<file path="src/rtl/br_stat_collector.sv">
// Branch-predictor statistics: saturating branch/miss/orphan/fetch counters plus an
// optional miss-PC log FIFO, built only when the macro BR_STAT_LOG_EN is defined.
module br_stat_collector #(
    parameter int CNT_WIDTH = 32,
    parameter int LOG_DEPTH = 8
) (
    input  logic                 clk_i,
    input  logic                 rst_i,
    input  logic                 clear_i,
    input  logic                 en_i,
    input  logic                 br_instr_i,
    input  logic                 br_miss_i,
    input  logic [31:0]          instr_i,
    input  logic [31:0]          pc_i,
    output logic [CNT_WIDTH-1:0] br_cnt_o,
    output logic [CNT_WIDTH-1:0] miss_cnt_o,
    output logic [CNT_WIDTH-1:0] orphan_cnt_o,
    output logic [CNT_WIDTH-1:0] instr_cnt_o,
    output logic [31:0]          log_pc_o,
    output logic                 log_valid_o,
    input  logic                 log_ready_i,
    output logic                 log_ovf_o
);

    // Counters stick at all-ones instead of wrapping.
    function automatic logic [CNT_WIDTH-1:0] sat_inc(input logic [CNT_WIDTH-1:0] value);
        return (&value) ? value : value + CNT_WIDTH'(1);
    endfunction

    logic qual_miss;
    logic is_bubble;

    assign qual_miss = en_i & br_instr_i & br_miss_i;
    assign is_bubble = (instr_i == 32'h0000_0013) || (instr_i == 32'h0000_0000);

    always_ff @(posedge clk_i) begin
        if (rst_i || clear_i) begin
            br_cnt_o     <= '0;
            miss_cnt_o   <= '0;
            orphan_cnt_o <= '0;
            instr_cnt_o  <= '0;
        end else if (en_i) begin
            if (br_instr_i) begin
                br_cnt_o <= sat_inc(br_cnt_o);
            end
            if (br_instr_i && br_miss_i) begin
                miss_cnt_o <= sat_inc(miss_cnt_o);
            end
            if (!br_instr_i && br_miss_i) begin
                orphan_cnt_o <= sat_inc(orphan_cnt_o);
            end
            if (!is_bubble) begin
                instr_cnt_o <= sat_inc(instr_cnt_o);
            end
        end
    end

`ifdef BR_STAT_LOG_EN
    localparam int PTR_W = $clog2(LOG_DEPTH);
    localparam logic [PTR_W:0] FULL_COUNT = (PTR_W + 1)'(LOG_DEPTH);

    logic [31:0]      mem [LOG_DEPTH];
    logic [PTR_W-1:0] rd_ptr;
    logic [PTR_W-1:0] wr_ptr;
    logic [PTR_W:0]   count;
    logic             empty;
    logic             full;
    logic             pop;
    logic             accept;

    // A pop in the same cycle frees the slot, so a full log still accepts the push.
    assign empty  = (count == '0);
    assign full   = (count == FULL_COUNT);
    assign pop    = !empty && log_ready_i;
    assign accept = qual_miss && (!full || pop);

    always_ff @(posedge clk_i) begin
        if (rst_i || clear_i) begin
            rd_ptr    <= '0;
            wr_ptr    <= '0;
            count     <= '0;
            log_ovf_o <= 1'b0;
        end else begin
            if (accept) begin
                wr_ptr <= wr_ptr + PTR_W'(1);
            end
            if (pop) begin
                rd_ptr <= rd_ptr + PTR_W'(1);
            end
            if (accept && !pop) begin
                count <= count + (PTR_W + 1)'(1);
            end else if (pop && !accept) begin
                count <= count - (PTR_W + 1)'(1);
            end
            if (qual_miss && !accept) begin
                log_ovf_o <= 1'b1;
            end
        end
    end

    always_ff @(posedge clk_i) begin
        if (accept && !rst_i && !clear_i) begin
            mem[wr_ptr] <= pc_i;
        end
    end

    assign log_valid_o = !empty;
    assign log_pc_o    = empty ? 32'h0000_0000 : mem[rd_ptr];
`else
    logic unused_log;

    assign unused_log  = ^{log_ready_i, pc_i, qual_miss, (LOG_DEPTH > 1)};
    assign log_valid_o = 1'b0;
    assign log_pc_o    = 32'h0000_0000;
    assign log_ovf_o   = 1'b0;
`endif

endmodule

</file>
<file path="config.mk">
export PLATFORM = sky130hd
export DESIGN_NAME = br_stat_collector
export DESIGN_NICKNAME = d
export VERILOG_FILES = /design/src/rtl/br_stat_collector.sv
export SDC_FILE = /design/constraint.sdc
export NUM_CORES = 1
export LEC_CHECK = 0
export ABC_AREA = 1
export CAP_MARGIN = 20
export CORE_ASPECT_RATIO = 1.25
export CORE_UTILIZATION = 45
export CTS_CLUSTER_DIAMETER = 200
export CTS_CLUSTER_SIZE = 12
export DETAILED_ROUTE_END_ITERATION = 12
export MAX_ROUTING_LAYER = met4
export PLACE_DENSITY = 0.78
export SETUP_SLACK_MARGIN = 0.15
export SKIP_CTS_REPAIR_TIMING = 1
export SYNTH_ARGS = -nofsm -noshare
export SYNTH_HDL_FRONTEND = slang
export SYNTH_SLANG_ARGS = --single-unit
</file>
<file path="constraint.sdc">
create_clock -name clk_i -period 1.76 [get_ports clk_i]
set_input_delay 0.176 -clock clk_i [delete_from_list [all_inputs] [get_ports clk_i]]
set_output_delay 0.176 -clock clk_i [all_outputs]
set_load 0.01 [all_outputs]
</file>
# Word level (Yosys, flattened, before mapping)
# Index checks and enable logic that the tools add are counted.
[classes]
n_reduce_logical = 14
bitwise = 5
addsub = 4
n_eq_ne = 1
[op_table]
columns = ["op", "n"]
rows = [
  ["$add A32 B1 Y32 const B", 4],
  ["$reduce_and A32 Y1", 4],
  ["$eq A32 B5 Y1 const B", 1],
  ["$logic_not A32 Y1", 1],
  ["$reduce_and A3 Y1", 4],
  ["$not A1 Y1", 5],
  ["$logic_and A1 B1 Y1", 2],
  ["$logic_or A1 B1 Y1", 2],
  ["$logic_not A1 Y1", 1],
]
[totals]
output_inout_bits = 162
wordCells = 28
regBits = 128

# Logic depth before layout (Yosys ltp)
[logic_depth]
depth_word = 4
mapped_depth = 13
mapped_depth_nobuf = 12

# Worst setup path before layout
# OpenSTA, ideal clock, no wires.
[synth_path]
kind = "register -> register"
from = "register br_cnt_o[0]"
to = "register br_cnt_o[29]"
period_less_slack_ns = 1.783
path_stages_with_launch = 12
required_time_ns = 1.623
path_slack_ns = -0.023
n_path_buf = 1
setup_ns = 0.137
arrival_time_ns = 1.646
path_cell_list = "dfxtp_1 -> ha_1 -> nand3_2 -> inv_1 -> nand2_4 -> nor2_8 -> nand2_4 -> nand2_4 -> inv_4 -> buf_2 -> nand2_1 -> a21oi_1"
[synth_between]
elab_chain_cells = 3
word_cells_on_any_way = 4
[synth_rtl]
columns = ["item", "line_no", "text"]
rows = [
  ["start: declaration", "15", "output logic [CNT_WIDTH-1:0] br_cnt_o,"],
  ["start signal: assignment", "44", "br_cnt_o <= sat_inc(br_cnt_o);"],
  ["parallel branches: the longest is 3 deep, another holds $add A32 B1 Y32", "-", ""],
]
# Parallel ways; which one is timed is not known.
# A chain may end at the register's enable or synchronous reset.

# Final worst setup path
[layout_path]
from = "register instr_cnt_o[0]"
to = "register instr_cnt_o[5]"
[layout_between]
elab_chain_cells = 3
word_cells_on_any_way = 4
[layout_rtl]
columns = ["item", "line_no", "text"]
rows = [
  ["start: declaration", "18", "output logic [CNT_WIDTH-1:0] instr_cnt_o,"],
  ["start signal: assignment", "53", "instr_cnt_o <= sat_inc(instr_cnt_o);"],
  ["parallel branches: the longest is 3 deep, another holds $add A32 B1 Y32", "-", ""],
]
# Parallel ways; which one is timed is not known.

==> flow_summary.toml <==
[power]
clock_power_share_pct = 50.1
power.switching_mw = 1.72
pwr-share-seq_pct = 41.7
p_int_mw = 5.27
swShare_pct = 24.6
p_per_area_nw_per_um2 = 499
combPwrFrac_pct = 8.2
peakVddDrop_uv = 588
p_total_mw = 6.99
p_leak_nw = 7.03

[critical_path]
slowest_stage = "dfxtp_2"
cp_common_cell = "nor2_4"
startpoint = "instr_cnt_o[0]$_SDFFE_PP0P_"
crit_type = "reg2reg"
crit_path_end_kind = "flip-flop"
path_cells = "ha_4, nand2_4, nor2_4, nand2_2, buf_6, nor2_4, nand3_4, clkbuf_16, nand3_1, nand2_1, inv_1, nor2_1"
crit_fanout = 6
cp-start-kind = "flip-flop"
r2r_start = "instr_cnt_o[0]$_SDFFE_PP0P_"
cp_data_arrival_time_ns = 2.11
critical-path-max-stage-delay_ns = 0.35
worstPathRequired_ns = 2.09

[synthesis]
postSynth.asyncResetShare_pct = 0
synth-edff-count = 0
synth_top_area_cell = "dfxtp_1"
synth_top_flop_cell = "dfxtp_1"
yosysMostFrequentCell = "nand2_1"
seq_area_frac_synth_pct = 29.5
synthCells = 1448
avgSynthCellArea_sq_um = 6.00
synth_warnings = 0
syn_area_sq_um = 8690
synthDistinctLibCells = 40
synth_area_leaders = "dfxtp_1 (29%), nand2_1 (21%), nor2_1 (12%)"
ys_ff_latch = 128
netlist_top_cells_count = "nand2_1 (492), nor2_1 (276), inv_1 (131)"
synth.top_cell.area_share_pct = 29.5

[detailed_routing]
drt-total-wl_um = 31200
drc = 0
first_pass_iters = 5
avgViaCountPerCell = 5.25
vias = 10600
antenna_left = 0
post_drt_wl_per_cell_um = 15.4
drtIter0Drc = 751

[global_routing]
grt_pass1_wl_um = 41500
antenna_found_initial = 0
grt_max_degree = 43
grtUsageTotal_pct = 26.4
grt_pass1_vias = 9037
grt_overflow = 0

[final_layout]
drive_gt1_share_pct = 30.2
nNetsFinal = 1855
n_antenna_cell = 0
fin_cells = 2024
synthToLayoutAreaGrowth_pct = 61.2
final_area_sq_um = 14000

[placed_design]
port_buffers = 165
dp.cells = 1951
hpwl_um = 19200
gp_congestion = 0.944
dpl_cell_area_sq_um = 11500

[die]
rows = 56
pin_count = 233
core-area_sq_um = 18800
dieArea_sq_um = 19900
die_y_um = 157
die_w_um = 126
initial_core_util_pct = 46.1

[run_status]
violations = "negative setup slack"
status = "finished, violations left"

[min_path]
min_from = "br_cnt_o[0]$_SDFFE_PP0P_"
min_path_type = "reg2reg"

[sta]
fmax_mhz = 562
rsz0062_at_grt = "yes"
timing.final.crit_period_ns = 1.78
setup_viol = 1
final-max-slew-violation-count = 0
fin_crit_sh_pct = 101
setup_ws_ns = -0.0180
hold_violations = 0
finClkSkew_ns = 0.0156

[clock_network]
root_buffer = "clkbuf_16"
clkLatencyLatePin_ns = 0.43
cts.sinks = 128
clkTransAtPathRegs_ns = 0.06
htreeDepth = 4
tritoncts = "done"
numCtsBuffers = 17
clock_path_buffers = 2

[run]
cap_violations = 0
==> layer usage <==
layer  part of all wire [%]  vias to the layer above  global-route usage [%]
met5                      0                        -                       -
li1                       -                     5105                       -
met3                    5.7                      120                    4.32
met2                     52                      507                    46.5
met4                    4.3                        0                    10.7
met1                     38                     4896                    29.7
==> through the flow <==
step	setup WS (ns)	util, %	hold WS, ns	TNS, ns
2_1_floorplan	0.153	-	0.414	0
3_3_place_gp	-0.498	60.8	0.483	-11.68
3_5_place_dp	-0.581	60.8	0.487	-13.31
4_1_cts	-0.505	63.8	0.496	-11.21
5_1_grt	-0.0922	74.3	0.499	-1.44
6_report	-0.0180	74.3	0.493	-0.0180
==> worst paths after layout <==
path | to | slack [ns] | cells past startpoint
max | instr_cnt_o[5]$_SDFFE_PP0P_ | -0.02 | 12
min | br_cnt_o[0]$_SDFFE_PP0P_ | 0.49 | 1
max reg2reg | instr_cnt_o[5]$_SDFFE_PP0P_ | -0.02 | 12
min reg2reg | br_cnt_o[0]$_SDFFE_PP0P_ | 0.49 | 1
==> worst max-delay path, delay by kind of cell (launching register included) <==
kind	cells	cell delay [ns]
DFF	1	0.35
and+or+nand+nor	8	0.76
adders and majority gates	1	0.15
buffers and inverters	3	0.42
==> cell families (layout without fill, tap and decap cells) <==
kind of cell | count (synthesis) | count (layout) | share of synthesized area, %
AND/OR/NAND/NOR | 967 | 967 | 47.6
XOR/XNOR | 37 | 37 | 3.73
AO/OA/AOI/OAI | 105 | 105 | 6.72
other | 1 | 34 | 0.0432
flip-flops | 128 | 128 | 29.5
buffers and inverters | 206 | 517 | 11.9
adder cells (fa/ha/maj) | 4 | 4 | 0.576
==> cells in the final DEF (no fill, tap or decap), types with 13 or more instances in the layout <==
| cell | instances |
|---|---|
| conb_1 | 34 |
| nand3_1 | 58 |
| inv_1 | 125 |
| nand4_1 | 15 |
| dfxtp_2 | 39 |
| dlymetal6s2s_1 | 85 |
| xor2_1 | 26 |
| clkbuf_16 | 27 |
| nand3b_1 | 13 |
| nor2_1 | 223 |
| nand2_4 | 38 |
| nand2_1 | 429 |
| nor3_1 | 13 |
| nand2_2 | 41 |
| buf_4 | 147 |
| a21oi_2 | 51 |
| nor2_4 | 31 |
| nand3_2 | 32 |
| nor2_2 | 43 |
| clkdlybuf4s50_1 | 80 |
| dfxtp_1 | 83 |
| a21oi_1 | 20 |
==> cell type report <==
cell class	count	area, sq um
Clock buffer	21	450
Clock inverter	10	113
Fill cell	1286	4840
Inverter	138	533
Multi-Input combinational cell	1147	6350
Sequential cell	128	2630
Tap cell	232	290
Timing Repair Buffer	348	3630
==> power groups by stage <==
| stage | combinational, mW | clock (mW) | sequential (mW) |
|---|---|---|---|
| CTS | 0.453 | 3.52 | 2.92 |
| global placement | 0.443 | 0 | 2.98 |
| global route | 0.613 | 3.65 | 2.92 |
| finish | 0.574 | 3.50 | 2.92 |
| floorplan | 0.283 | 0 | 2.99 |
| detailed placement | 0.450 | 0 | 2.98 |
==> state kept, by name, summed over array words and instances (netlist names) <==
register / count
br_cnt_o: 32
instr_cnt_o: 32
miss_cnt_o: 32
orphan_cnt_o: 32
Power figures use the tool's default switching activity.
